--- config.mk ---
export PLATFORM = sky130hd
export DESIGN_NAME = ps2_rx_core
export DESIGN_NICKNAME = d
export VERILOG_FILES = /design/src/rtl/ps2_rx_pkg.sv /design/src/rtl/ps2_rx_fifo.sv /design/src/rtl/ps2_rx_core.sv
export SDC_FILE = /design/constraint.sdc
export NUM_CORES = 1
export LEC_CHECK = 0
export CORE_MARGIN = 8
export CORE_UTILIZATION = 25
export CTS_CLUSTER_DIAMETER = 100
export CTS_CLUSTER_SIZE = 8
export DETAILED_ROUTE_END_ITERATION = 8
export SETUP_SLACK_MARGIN = 0.2
export SLEW_MARGIN = 10
export SYNTH_ARGS = -nofsm -noshare
export SYNTH_HDL_FRONTEND = slang
export SYNTH_SLANG_ARGS = --single-unit
--- constraint.sdc ---
create_clock -name clk -period 4.9 [get_ports clk]
set_clock_uncertainty 0.2 [all_clocks]
set_input_delay 0.98 -clock clk [delete_from_list [all_inputs] [get_ports clk]]
set_output_delay 0.98 -clock clk [all_outputs]
set_load 0.02 [all_outputs]
--- src/rtl/ps2_rx_pkg.sv ---
// Shared constants, byte type and parity helper for the PS/2 receiver.
package ps2_rx_pkg;

  localparam int unsigned FRAME_BITS = 11;
  localparam int unsigned START_IDX  = 0;
  localparam int unsigned PARITY_IDX = 9;
  localparam int unsigned STOP_IDX   = 10;
  localparam int unsigned BYTE_W     = 8;
  localparam int unsigned CNT_W      = 4;

  typedef logic [BYTE_W-1:0] byte_t;

  // Odd parity holds when data bits plus parity bit contain an odd number of ones.
  function automatic logic odd_parity_ok(input byte_t d, input logic p);
    return ^{d, p};
  endfunction

endpackage

--- src/rtl/ps2_rx_fifo.sv ---
// Byte FIFO for received scan codes; pointers carry one extra wrap bit.
module ps2_rx_fifo
  import ps2_rx_pkg::*;
#(
  parameter int unsigned DEPTH = 8
) (
  input  logic  clk,
  input  logic  clrn,
  input  logic  push,
  input  byte_t din,
  input  logic  pop,
  output byte_t dout,
  output logic  empty,
  output logic  full
);

  localparam int unsigned AW = $clog2(DEPTH);

  logic [AW:0] wptr;
  logic [AW:0] rptr;
  byte_t       mem [DEPTH];
  logic        do_pop_c;
  logic        do_push_c;

  // Status flags, head data and qualified push/pop.
  always_comb begin
    empty     = (wptr == rptr);
    full      = (wptr[AW] != rptr[AW]) && (wptr[AW-1:0] == rptr[AW-1:0]);
    do_pop_c  = pop & ~empty;
    do_push_c = push & (~full | do_pop_c);
    dout      = empty ? '0 : mem[rptr[AW-1:0]];
  end

  // Storage write; contents need no reset because empty masks the head.
  always_ff @(posedge clk) begin
    if (do_push_c) mem[wptr[AW-1:0]] <= din;
  end

  // Pointer update, wrapping naturally modulo 2*DEPTH.
  always_ff @(posedge clk or negedge clrn) begin
    if (!clrn) begin
      wptr <= '0;
      rptr <= '0;
    end else begin
      if (do_push_c) wptr <= wptr + (AW+1)'(1);
      if (do_pop_c)  rptr <= rptr + (AW+1)'(1);
    end
  end

endmodule

--- src/rtl/ps2_rx_core.sv ---
// PS/2 device-to-host receiver: pin synchroniser, 11-bit deserialiser,
// frame check and scan-code FIFO. Optional mid-frame timeout is enabled
// with the PS2_RX_TIMEOUT_EN macro.
module ps2_rx_core
  import ps2_rx_pkg::*;
#(
  parameter int unsigned FIFO_DEPTH     = 8,
  parameter int unsigned TIMEOUT_CYCLES = 50000
) (
  input  logic              clk,
  input  logic              clrn,
  input  logic              ps2_clk,
  input  logic              ps2_data,
  input  logic              nextdata_n,
  output logic [BYTE_W-1:0] data,
  output logic              ready,
  output logic              overflow,
  output logic              frame_err
);

  logic [2:0]            clk_sync;
  logic [1:0]            data_sync;
  logic [CNT_W-1:0]      cnt;
  logic [FRAME_BITS-1:0] shreg;
  logic [FRAME_BITS-1:0] frame_c;
  logic                  fall_c;
  logic                  bit_c;
  logic                  done_c;
  logic                  valid_c;
  logic                  push_req_c;
  logic                  pop_c;
  logic                  drop_c;
  logic                  timeout_c;
  logic                  empty_c;
  logic                  full_c;

  // Bring the asynchronous pins into the clk domain; idle bus level is 1.
  always_ff @(posedge clk or negedge clrn) begin
    if (!clrn) begin
      clk_sync  <= '1;
      data_sync <= '1;
    end else begin
      clk_sync  <= {clk_sync[1:0], ps2_clk};
      data_sync <= {data_sync[0], ps2_data};
    end
  end

  // Edge detect and frame validation; the last bit is checked as it arrives.
  always_comb begin
    fall_c             = clk_sync[2] & ~clk_sync[1];
    bit_c              = data_sync[1];
    frame_c            = shreg;
    frame_c[STOP_IDX]  = bit_c;
    done_c             = fall_c && (cnt == CNT_W'(STOP_IDX));
    valid_c            = ~frame_c[START_IDX] & frame_c[STOP_IDX] &
                         odd_parity_ok(frame_c[START_IDX+1 +: BYTE_W], frame_c[PARITY_IDX]);
    push_req_c         = done_c & valid_c;
    pop_c              = ~nextdata_n & ~empty_c;
    drop_c             = push_req_c & full_c & ~pop_c;
  end

`ifdef PS2_RX_TIMEOUT_EN
  localparam int unsigned TW = $clog2(TIMEOUT_CYCLES);

  logic [TW-1:0] to_cnt;

  assign timeout_c = (cnt != '0) && !fall_c && (to_cnt == TW'(TIMEOUT_CYCLES - 1));

  // Inactivity counter, running only while a frame is in progress.
  always_ff @(posedge clk or negedge clrn) begin
    if (!clrn) begin
      to_cnt <= '0;
    end else if (fall_c || (cnt == '0) || timeout_c) begin
      to_cnt <= '0;
    end else begin
      to_cnt <= to_cnt + TW'(1);
    end
  end
`else
  wire unused_timeout_cycles = |TIMEOUT_CYCLES;
  assign timeout_c = 1'b0;
`endif

  // Bit capture at the current bit index; a timeout abandons the frame.
  always_ff @(posedge clk or negedge clrn) begin
    if (!clrn) begin
      cnt   <= '0;
      shreg <= '0;
    end else if (timeout_c) begin
      cnt   <= '0;
      shreg <= '0;
    end else if (fall_c) begin
      shreg[cnt] <= bit_c;
      cnt        <= done_c ? '0 : cnt + CNT_W'(1);
    end
  end

  // Sticky overflow and one-cycle error pulse.
  always_ff @(posedge clk or negedge clrn) begin
    if (!clrn) begin
      overflow  <= 1'b0;
      frame_err <= 1'b0;
    end else begin
      frame_err <= (done_c & ~valid_c) | timeout_c;
      if (drop_c)     overflow <= 1'b1;
      else if (pop_c) overflow <= 1'b0;
    end
  end

  ps2_rx_fifo #(
    .DEPTH (FIFO_DEPTH)
  ) u_fifo (
    .clk   (clk),
    .clrn  (clrn),
    .push  (push_req_c),
    .din   (frame_c[START_IDX+1 +: BYTE_W]),
    .pop   (pop_c),
    .dout  (data),
    .empty (empty_c),
    .full  (full_c)
  );

  assign ready = ~empty_c;

endmodule

* Word level (Yosys, flattened, before mapping)
Memory sizes are Yosys's and may differ from the RTL's.
Index checks and enable logic that the tools add are counted.
** Word-level totals
- Bits in registers :: 30
- Bits in latches :: 0
- RAM bits :: 64
- Memory bits (read-only) :: 0
- Bits of input ports :: 5
- Logic and storage cells :: 50
- Memories kept :: 1
** Memory list
- u_fifo.mem :: words 8, bits a word 8, rd ports 1, clocked after memory_dff 0, write ports 1, line ps2_rx_fifo.sv:21 : byte_t mem [DEPTH];
** Operators by class
- Add/subtract/negate cells :: 3
- Multipliers :: 0
- Divide/modulo/power cells :: 0
- Magnitude comparators :: 2
- Equal/unequal tests :: 4
- Shift-type cells :: 0
- Muxes and demuxes :: 9
- Bitwise operators :: 18
- Reductions and logical operators :: 5
** Operator list (count)
- adder 4 x 1 -> 4 bit (second input constant) :: 3
- bitwise mux 11 bit :: 1
- bitwise AND 1 bit :: 10
- XOR reduction 9 bit :: 1
- two-way mux 8 bit :: 1
- inverter 1 bit :: 7
- < comparator 4 x 5 -> 1 bit (second input constant) :: 1
- two-way mux 1 bit :: 5
- demux 1 bit (select 4 bit) :: 1
- == test 4 bit :: 1
- == test 4 bit (second input constant) :: 1
- greater-or-equal comparator 4 x 1 -> 1 bit (second input constant) :: 1
- two-way mux 4 bit :: 1
- == test 3 bit :: 1
- logical AND 1 bit :: 3
- nonzero test 2 bit :: 1
- != test 1 bit :: 1
- bitwise OR 1 bit :: 1

* Longest topological paths before layout
Gate-level depths: netlist (run 1).
- Depth in word-level cells :: 8
- Mapped depth :: 6
- Mapped depth without buffers :: 6

* Hierarchy
Synthesis (run 1) repeated with hierarchy kept, for this count alone.
** Second synthesis, totals
- Cells, all modules :: 244
- Area, all modules :: 4077.7 sq um
** By module, submodules not included
- ps2_rx_fifo :: instances 1, cells each 159, area an instance 3076.7 sq um, sequential area each 2122.0 sq um
- ps2_rx_core :: instances 1, cells each 85, area an instance 1001.0 sq um, sequential area each 531.8 sq um

* Worst setup path after synthesis (run 1)
No wires, ideal clock.
- Path type :: flip-flop to output port
- Start point :: register u_fifo.rptr[0]
- End point :: output port data[0]
- Arrival time :: 1.583 ns
- Data required time :: 3.720 ns
- Slack :: 2.137 ns
- Stages on the path, launching flop included :: 6
- Path buffers :: 2
- Path through :: dfrtp_1 buf_4 buf_2 mux4_2 mux2i_1 nor2_1
** Between the ends
- Word-level cells in the longest chain between the ends :: 2
- Elaborated cells between the ends (all ways) :: 3
- Those cells by class :: 1 x eq/ne; 1 x mux; 1 x memory
** Ends and longest elaborated chain
- start, declared :: line ps2_rx_fifo.sv:20 : logic [AW:0] rptr;
- start signal, assigned :: line ps2_rx_fifo.sv:46 : if (do_pop_c) rptr <= rptr + (AW+1)'(1);
- memory (8 x 8 bit) / == test 4 bit (equally long branches)
- two-way mux 8 bit * :: line ps2_rx_fifo.sv:31 : dout = empty ? '0 : mem[rptr[AW-1:0]];
- end, declared :: line ps2_rx_core.sv:15 : output logic [BYTE_W-1:0] data,
Every way passes the cells marked *; elsewhere a longest branch is shown, timed or not.

* Final worst setup path (run 1)
- Start point :: register u_fifo.rptr[0]
- End point :: output port data[5]
The elaborated chain is that of the path after synthesis.

==> results of run 1 <==
==> kinds of logic (layout without fill, tap and decap cells) <==
family / after synthesis / count (layout) / share of synthesized area
compound gates: 18 / 18 / 0.0283
xor+xnor: 18 / 18 / 0.0505
fa+ha+maj: 6 / 6 / 0.0191
buf+inv: 16 / 39 / 0.0181
flops: 93 / 93 / 0.674
mux: 30 / 30 / 0.130
simple gates: 50 / 50 / 0.0798
==> per-stage QoR <==
stage | worst slack, ns | hold slack, ns | std cells | instance area (um^2)
global route | 0.764 | 0.160 | 470 | 4650
finish | 0.985 | 0.157 | 470 | 4650
detailed placement | 1.27 | 0.148 | 454 | 4330
floorplan | 2.14 | 0.145 | 231 | 3940
global placement | 1.32 | 0.146 | 454 | 4330
CTS | 0.907 | 0.157 | 470 | 4650
==> sequential cells by signal, indices dropped and copies added (netlist names), 2 cells and up <==
| register | count |
|---|---|
| u_fifo.rptr | 4 |
| shreg | 10 |
| cnt | 4 |
| clk_sync | 3 |
| u_fifo.wptr | 4 |
| data_sync | 2 |
| u_fifo.mem | 64 |
==> routing by layer <==
layer	wire (um)	track usage
met3	314	0.0259
met5	0	0
met2	3390	0.116
met1	3310	0.0984
met4	57	0.0237
==> power by group through the flow <==
stage / clock (W) / combinational, W / sequential [W]
global placement: 0 / 0.000915 / 0.00122
finish: 0.000726 / 0.000924 / 0.00121
global route: 0.000774 / 0.00101 / 0.00125
CTS: 0.000747 / 0.000940 / 0.00122
detailed placement: 0 / 0.000935 / 0.00124
floorplan: 0 / 0.000791 / 0.00108
==> layout by cell type, fill, tap and decap left out, types with 3 or more instances in the layout <==
cell / instances
and3_1: 3
and4b_1: 3
buf_4: 3
clkbuf_16: 9
clkdlybuf4s50_1: 15
dfrtp_1: 24
dfstp_2: 5
edfxtp_1: 64
ha_1: 6
inv_1: 5
mux2_2: 5
mux2i_1: 8
mux4_2: 16
nand2_1: 10
nand3_1: 4
nor2_1: 12
nor3_1: 4
o21ai_0: 10
o31ai_1: 5
xnor2_1: 4
xor2_1: 11
==> worst max-delay path: stages (launching register included) <==
cell             delay (ns)
dfrtp_1                0.80
buf_4                  0.33
mux4_2                 0.52
mux2i_1                0.14
nor2_1                 0.06
clkdlybuf4s50_1        0.54
==> layout make-up <==
class	instances	area share
Clock buffer	11	0.0501
Clock inverter	5	0.0178
Inverter	5	0.00404
Multi-Input combinational cell	122	0.262
Sequential cell	93	0.571
Tap cell	216	0.0581
Timing Repair Buffer	18	0.0371
==> final timing paths <==
check	from	to
max in group asynchronous	clrn	clk_sync[0]
worst min-delay path	clk_sync[0]	clk_sync[1]
min in group asynchronous	clrn	frame_err
worst max register to register	clk_sync[2]	u_fifo.mem[1][3]
worst min register to register	clk_sync[0]	clk_sync[1]
worst max-delay path	u_fifo.rptr[0]	data[5]
==> summary.txt, run 1 <==
OUTCOME
------------------------------------------------------------------------------------
Run status                                                              finished clean

FLOORPLANNING
------------------------------------------------------------------------------------
Width of the die                                                              141 um
Core Area                                                                0.0157 mm^2
Row Count                                                                         46
Top-Level Pins                                                                    16
Chip Height                                                                   141 um
Starting density of the core                                                   0.251
Die Outline Area                                                         0.0200 mm^2

PLACED DESIGN
------------------------------------------------------------------------------------
Number of I/O port buffers                                                        15
Weighted congestion at the end of routability-driven global placement          0.687
Half-perimeter wire length after placement                                   4570 um

YOSYS
------------------------------------------------------------------------------------
Number of instances in the synthesized netlist                                   231
Cell type with the largest total area after synthesis                       edfxtp_1
Mapped Area                                                             0.00394 mm^2
Commonest register cell after synthesis                                     edfxtp_1
Synth Register Bits                                                               93
Warnings, synthesis                                                                0
Share of flip-flops with an asynchronous set or reset                          0.312
Area share of the largest cell type after synthesis                            0.488
Post-synth net total                                                             242
Commonest cells in the netlist                                          64 x edfxtp_1, 24 x dfrtp_1, 16 x mux4_2, 12 x nor2_1, 11 x xor2_1
Dominant cells by area after synthesis                                  edfxtp_1 49%, dfrtp_1 15%, mux4_2 9.2%
Synth cell types                                                                  42
Most common cell in the netlist                                             edfxtp_1
Sequential element share of the synthesized area                               0.674
Number of enable flip-flop cells after synthesis                                  64
Mean Syn Cell Area                                                         17.0 um^2

POWER AND IR DROP
------------------------------------------------------------------------------------
Largest voltage drop on the vdd net                                         0.335 mV
Combinational share of power                                                   0.323
Switching power total                                                     0.000931 W
Leakage Power                                                                1.64 nW
Share of total power consumed by net switching                                 0.325
Cell internal power dissipation                                            0.00193 W
Relative contribution of the clock network to total power                      0.254
Pwr dens                                                                 616 mW/mm^2
Share of power burned in registers                                             0.423
Final total power                                                          0.00286 W

CLOCK TREE
------------------------------------------------------------------------------------
Number of buffers inserted to repair setup after CTS                               0
Clock transition at the registers of the reported paths                      0.06 ns
Post-cts gate resize count                                                         0
Hold-fix buffers at CTS                                                            0
Clock tree root driver cell                                                clkbuf_16
Clock sink count                                                                  93
TritonCTS clock tree                                                           built
Source-to-sink clock delay at the later pin of the worst-skew pair           0.33 ns
Number of buffers added by the clock tree synthesis step                           9
Clk buf depth                                                                      2
H-tree depth reported by CTS                                                       3

DETAILED ROUTING
------------------------------------------------------------------------------------
Overall via count from detail_route                                            1,947
Via density                                                                     4.14
Drt pass-1 iters                                                                   4
Total wirelength of the detailed-routed design                               7070 um
DRC marker count from the first detailed-route iteration                          82
DRC violation count after routing                                                  0
Final routed wire length divided by cell count                               15.0 um
Post-detailed-route count of antenna-violating nets                                0

STA
------------------------------------------------------------------------------------
Max-slew headroom at the worst pin                                             0.427
Pin slew with the least headroom to its limit                               0.860 ns
Max-slew violation count                                                           0
Max Fclk                                                                     255 MHz
Fin. Hold Viols                                                                    0
Sum of negative setup slack                                                     0 ns
Tmin final                                                                   3.92 ns
Setup repair after global routing missed its margin                            false
Endpoints failing setup                                                            0
Ratio of final minimum period to clock period                                  0.799

FINISH
------------------------------------------------------------------------------------
Share of final-layout standard cells stronger than drive strength 1            0.205
Layout area overhead                                                           18.1%
Number of inserted diodes                                                          0
Count of filler cells inserted in the layout                                   1,590
Area taken by multi-input logic gates                                   0.00122 mm^2
Net count, final                                                                 260
Fin util                                                                       0.297
Register cell area after layout                                         0.00265 mm^2

WORST SETUP PATH
------------------------------------------------------------------------------------
CP endpoint kind                                                         output port
Required @ worst endpoint                                                    3.72 ns
CP startpoint kind                                                         flip-flop
Worst R2R Path Depth                                                               5
Max Fanout on Critical Path                                                       13
Critical path class                                                     flip-flop to output port
Worst EP arrival                                                             2.74 ns
Setup slack on the worst flop-to-flop path                                   1.76 ns

GRT
------------------------------------------------------------------------------------
Via count of the first global-routing pass                                     2,090
Pin count of the biggest net entering global routing                              30
Initial antenna violation count                                                    0
Aggregate global routing overflow                                                  0
Global-route wire length before repair                                     11,400 um
Global-route usage over all layers                                            0.0755

HOLD PATH
------------------------------------------------------------------------------------
Worst hold stages                                                                  0
Classification of the worst-slack hold path                             flip-flop to flip-flop

RUN
------------------------------------------------------------------------------------
Max capacitance violation total                                                    0

Note: power is estimated with default switching activity, not from simulation.
==> run 2: changes to the inputs <==
==> constraint.sdc (replaced) <==
create_clock -name clk -period 3.5 [get_ports clk]
set_clock_uncertainty 0.2 [all_clocks]
set_input_delay 0.7 -clock clk [delete_from_list [all_inputs] [get_ports clk]]
set_output_delay 0.7 -clock clk [all_outputs]
set_load 0.02 [all_outputs]
==> run 2 against run 1 <==
Sequential share of layout area decreased by 1.2 points. Utilization grew 0.63 points. Global-route usage up 0.15 points. Sequential cell count did not move. Via count up 0.46%. Register-to-register slack lost 1.2 ns. Non-clock buffer count up 6. Combinational power up 57%. Critical endpoint is now data[6].
==> summary.txt, run 2 (same netlist as run 1, synthesis figures left out) <==
OUTCOME
-------------------------------------------------------------------------------------
Run status                                                               finished clean

DETAILED ROUTING
-------------------------------------------------------------------------------------
Post-detailed-route count of antenna-violating nets                                 0   unchanged
Total wirelength of the detailed-routed design                                7070 um   about the same
Overall via count from detail_route                                             1,956   +0.46%
Via density                                                                      4.11   -0.80%
DRC violation count after routing                                                   0   unchanged
DRC marker count from the first detailed-route iteration                          113   +38%
Drt pass-1 iters                                                                    4   unchanged
Final routed wire length divided by cell count                                14.9 um   -1.2%

CLOCK TREE
-------------------------------------------------------------------------------------
H-tree depth reported by CTS                                                        3   unchanged
Source-to-sink clock delay at the later pin of the worst-skew pair            0.34 ns   about the same
Clock tree root driver cell                                                 clkbuf_16
Clock sink count                                                                   93   unchanged
Clock transition at the registers of the reported paths                       0.06 ns   about the same
Number of buffers added by the clock tree synthesis step                            9   unchanged
Number of buffers inserted to repair setup after CTS                                0   unchanged
Clk buf depth                                                                       2   unchanged
TritonCTS clock tree                                                            built

STA
-------------------------------------------------------------------------------------
Pin slew with the least headroom to its limit                                0.632 ns   -0.228 ns
Setup repair after global routing missed its margin                             false
Setup slack after layout                                                     0.322 ns   -0.663 ns
Max Fclk                                                                      315 MHz
Max-slew headroom at the worst pin                                              0.576   +0.149
Sum of negative setup slack                                                      0 ns   unchanged
Ratio of final minimum period to clock period                                   0.908
Endpoints failing setup                                                             0   unchanged
Tmin final                                                                    3.18 ns
Fin. Hold Viols                                                                     0   unchanged
Max-slew violation count                                                            0   unchanged

GRT
-------------------------------------------------------------------------------------
Aggregate global routing overflow                                                   0   unchanged
Pin count of the biggest net entering global routing                               30   unchanged
Global-route usage over all layers                                             0.0770   +0.00153
Via count of the first global-routing pass                                      2,114   +1.1%
Global-route wire length before repair                                      11,500 um   +0.78%
Initial antenna violation count                                                     0   unchanged

FINISH
-------------------------------------------------------------------------------------
Fin util                                                                        0.303   +0.00631
Net count, final                                                                  266   +2.3%
Number of inserted diodes                                                           0   unchanged
Max FFs per register                                                               64   unchanged
Most frequent standard cell in the layout excluding fill and tap cells       edfxtp_1
Leading cell types in the layout, fill and taps excluded                 64 x edfxtp_1, 24 x dfrtp_1, 16 x mux4_2
Share of final-layout standard cells stronger than drive strength 1             0.227   +0.0222
Layout area overhead                                                            20.6%
Count of filler cells inserted in the layout                                    1,574   -1.0%

WORST SETUP PATH
-------------------------------------------------------------------------------------
Critical path class                                                      flip-flop to output port
Max Fanout on Critical Path                                                        20   +7
Setup slack on the worst flop-to-flop path                                    0.56 ns   -1.20 ns
Origin of the worst setup path                                           u_fifo.rptr[0]
Worst EP arrival                                                              2.28 ns   -0.46 ns
CP endpoint kind                                                          output port
Worst R2R Start                                                              shreg[5]
Required @ worst endpoint                                                     2.60 ns   -1.12 ns
CP startpoint kind                                                          flip-flop

PLACED DESIGN
-------------------------------------------------------------------------------------
Number of I/O port buffers                                                         15   unchanged
Half-perimeter wire length after placement                                    4640 um   +1.7%
Worst slack after detailed placement                                         0.519 ns   -0.754 ns
Weighted congestion at the end of routability-driven global placement           0.697   +1.4%

POWER AND IR DROP
-------------------------------------------------------------------------------------
Leakage Power                                                                 1.70 nW   +3.6%
Largest voltage drop on the vdd net                                          0.364 mV   +8.8%
Pwr dens                                                                  875 mW/mm^2   +42%

HOLD PATH
-------------------------------------------------------------------------------------
Worst hold start                                                          clk_sync[0]
Classification of the worst-slack hold path                              flip-flop to flip-flop

FLOORPLANNING
-------------------------------------------------------------------------------------
Core Area                                                                 0.0157 mm^2   unchanged
Row Count                                                                          46   unchanged
Die Outline Area                                                          0.0200 mm^2   unchanged
Width of the die                                                               141 um   unchanged
Top-Level Pins                                                                     16   unchanged
Chip Height                                                                    141 um   unchanged
Starting density of the core                                                    0.251   unchanged

RUN
-------------------------------------------------------------------------------------
Max capacitance violation total                                                     0   unchanged

==> run 2: worst paths after layout <==
path,endpoint,depth (start not counted)
hold / removal,clk_sync[1],0
min in group asynchronous,frame_err,2
max in group asynchronous,clk_sync[0],2
setup / recovery,data[6],5
hold reg to reg,clk_sync[1],0
setup reg to reg,u_fifo.mem[5][6],5
==> run 2: final cells by class <==
| type | instances | area (um^2) | area share |
|---|---|---|---|
| flip-flops and latches | 93 | 2650 | 0.559 |
| multi-input cells | 122 | 1230 | 0.258 |
| well taps | 216 | 270 | 0.0569 |
| repair buffers | 24 | 233 | 0.0490 |
| clock buffers | 10 | 229 | 0.0482 |
| clock inverters | 6 | 116 | 0.0245 |
| inverters | 5 | 18.8 | 0.00395 |
==> run 2: per-stage QoR <==
step           hold WS [ns]  std cells  power [W]  area, um^2
6_report              0.156        476    0.00415        4750
4_1_cts               0.157        476    0.00422        4740
2_1_floorplan         0.145        231    0.00263        3940
3_3_place_gp          0.146        460    0.00305        4390
3_5_place_dp          0.148        460    0.00308        4390
5_1_grt               0.159        476    0.00438        4750
==> run 2: report_power, final <==
| group | leakage, nW | internal (W) | switching, W |
|---|---|---|---|
| logic | 0.595 | 0.000731 | 0.000723 |
| clock network | 0.168 | 0.000704 | 0.000409 |
| registers | 0.934 | 0.00138 | 0.000202 |
| total | 1.70 | 0.00282 | 0.00133 |
==> run 2: critical path, stage by stage (launching register included) <==
cell and delay (ns):
dfrtp_1 0.37, buf_12 0.21, mux4_2 0.53, mux2i_1 0.21, nor2_1 0.06, clkdlybuf4s50_1 0.55
==> run 2: layer usage <==
layer  wire length (um)  vias to the layer above  global-route usage
met4                 92                        0              0.0288
met3                311                       10              0.0289
li1                   -                      927                   -
met1               3200                      995              0.0926
met5                  0                        -                   0
met2               3470                       24               0.124
==> run 2: what timing repair did <==
action                                 4_1_cts  5_1_grt
hold buffers                                 0        0
endpoints found under the hold margin        0        0
pin swaps                                    0        1
gates cloned                                 0        0
setup endpoints to repair                    7        9
resized for setup                            1        1
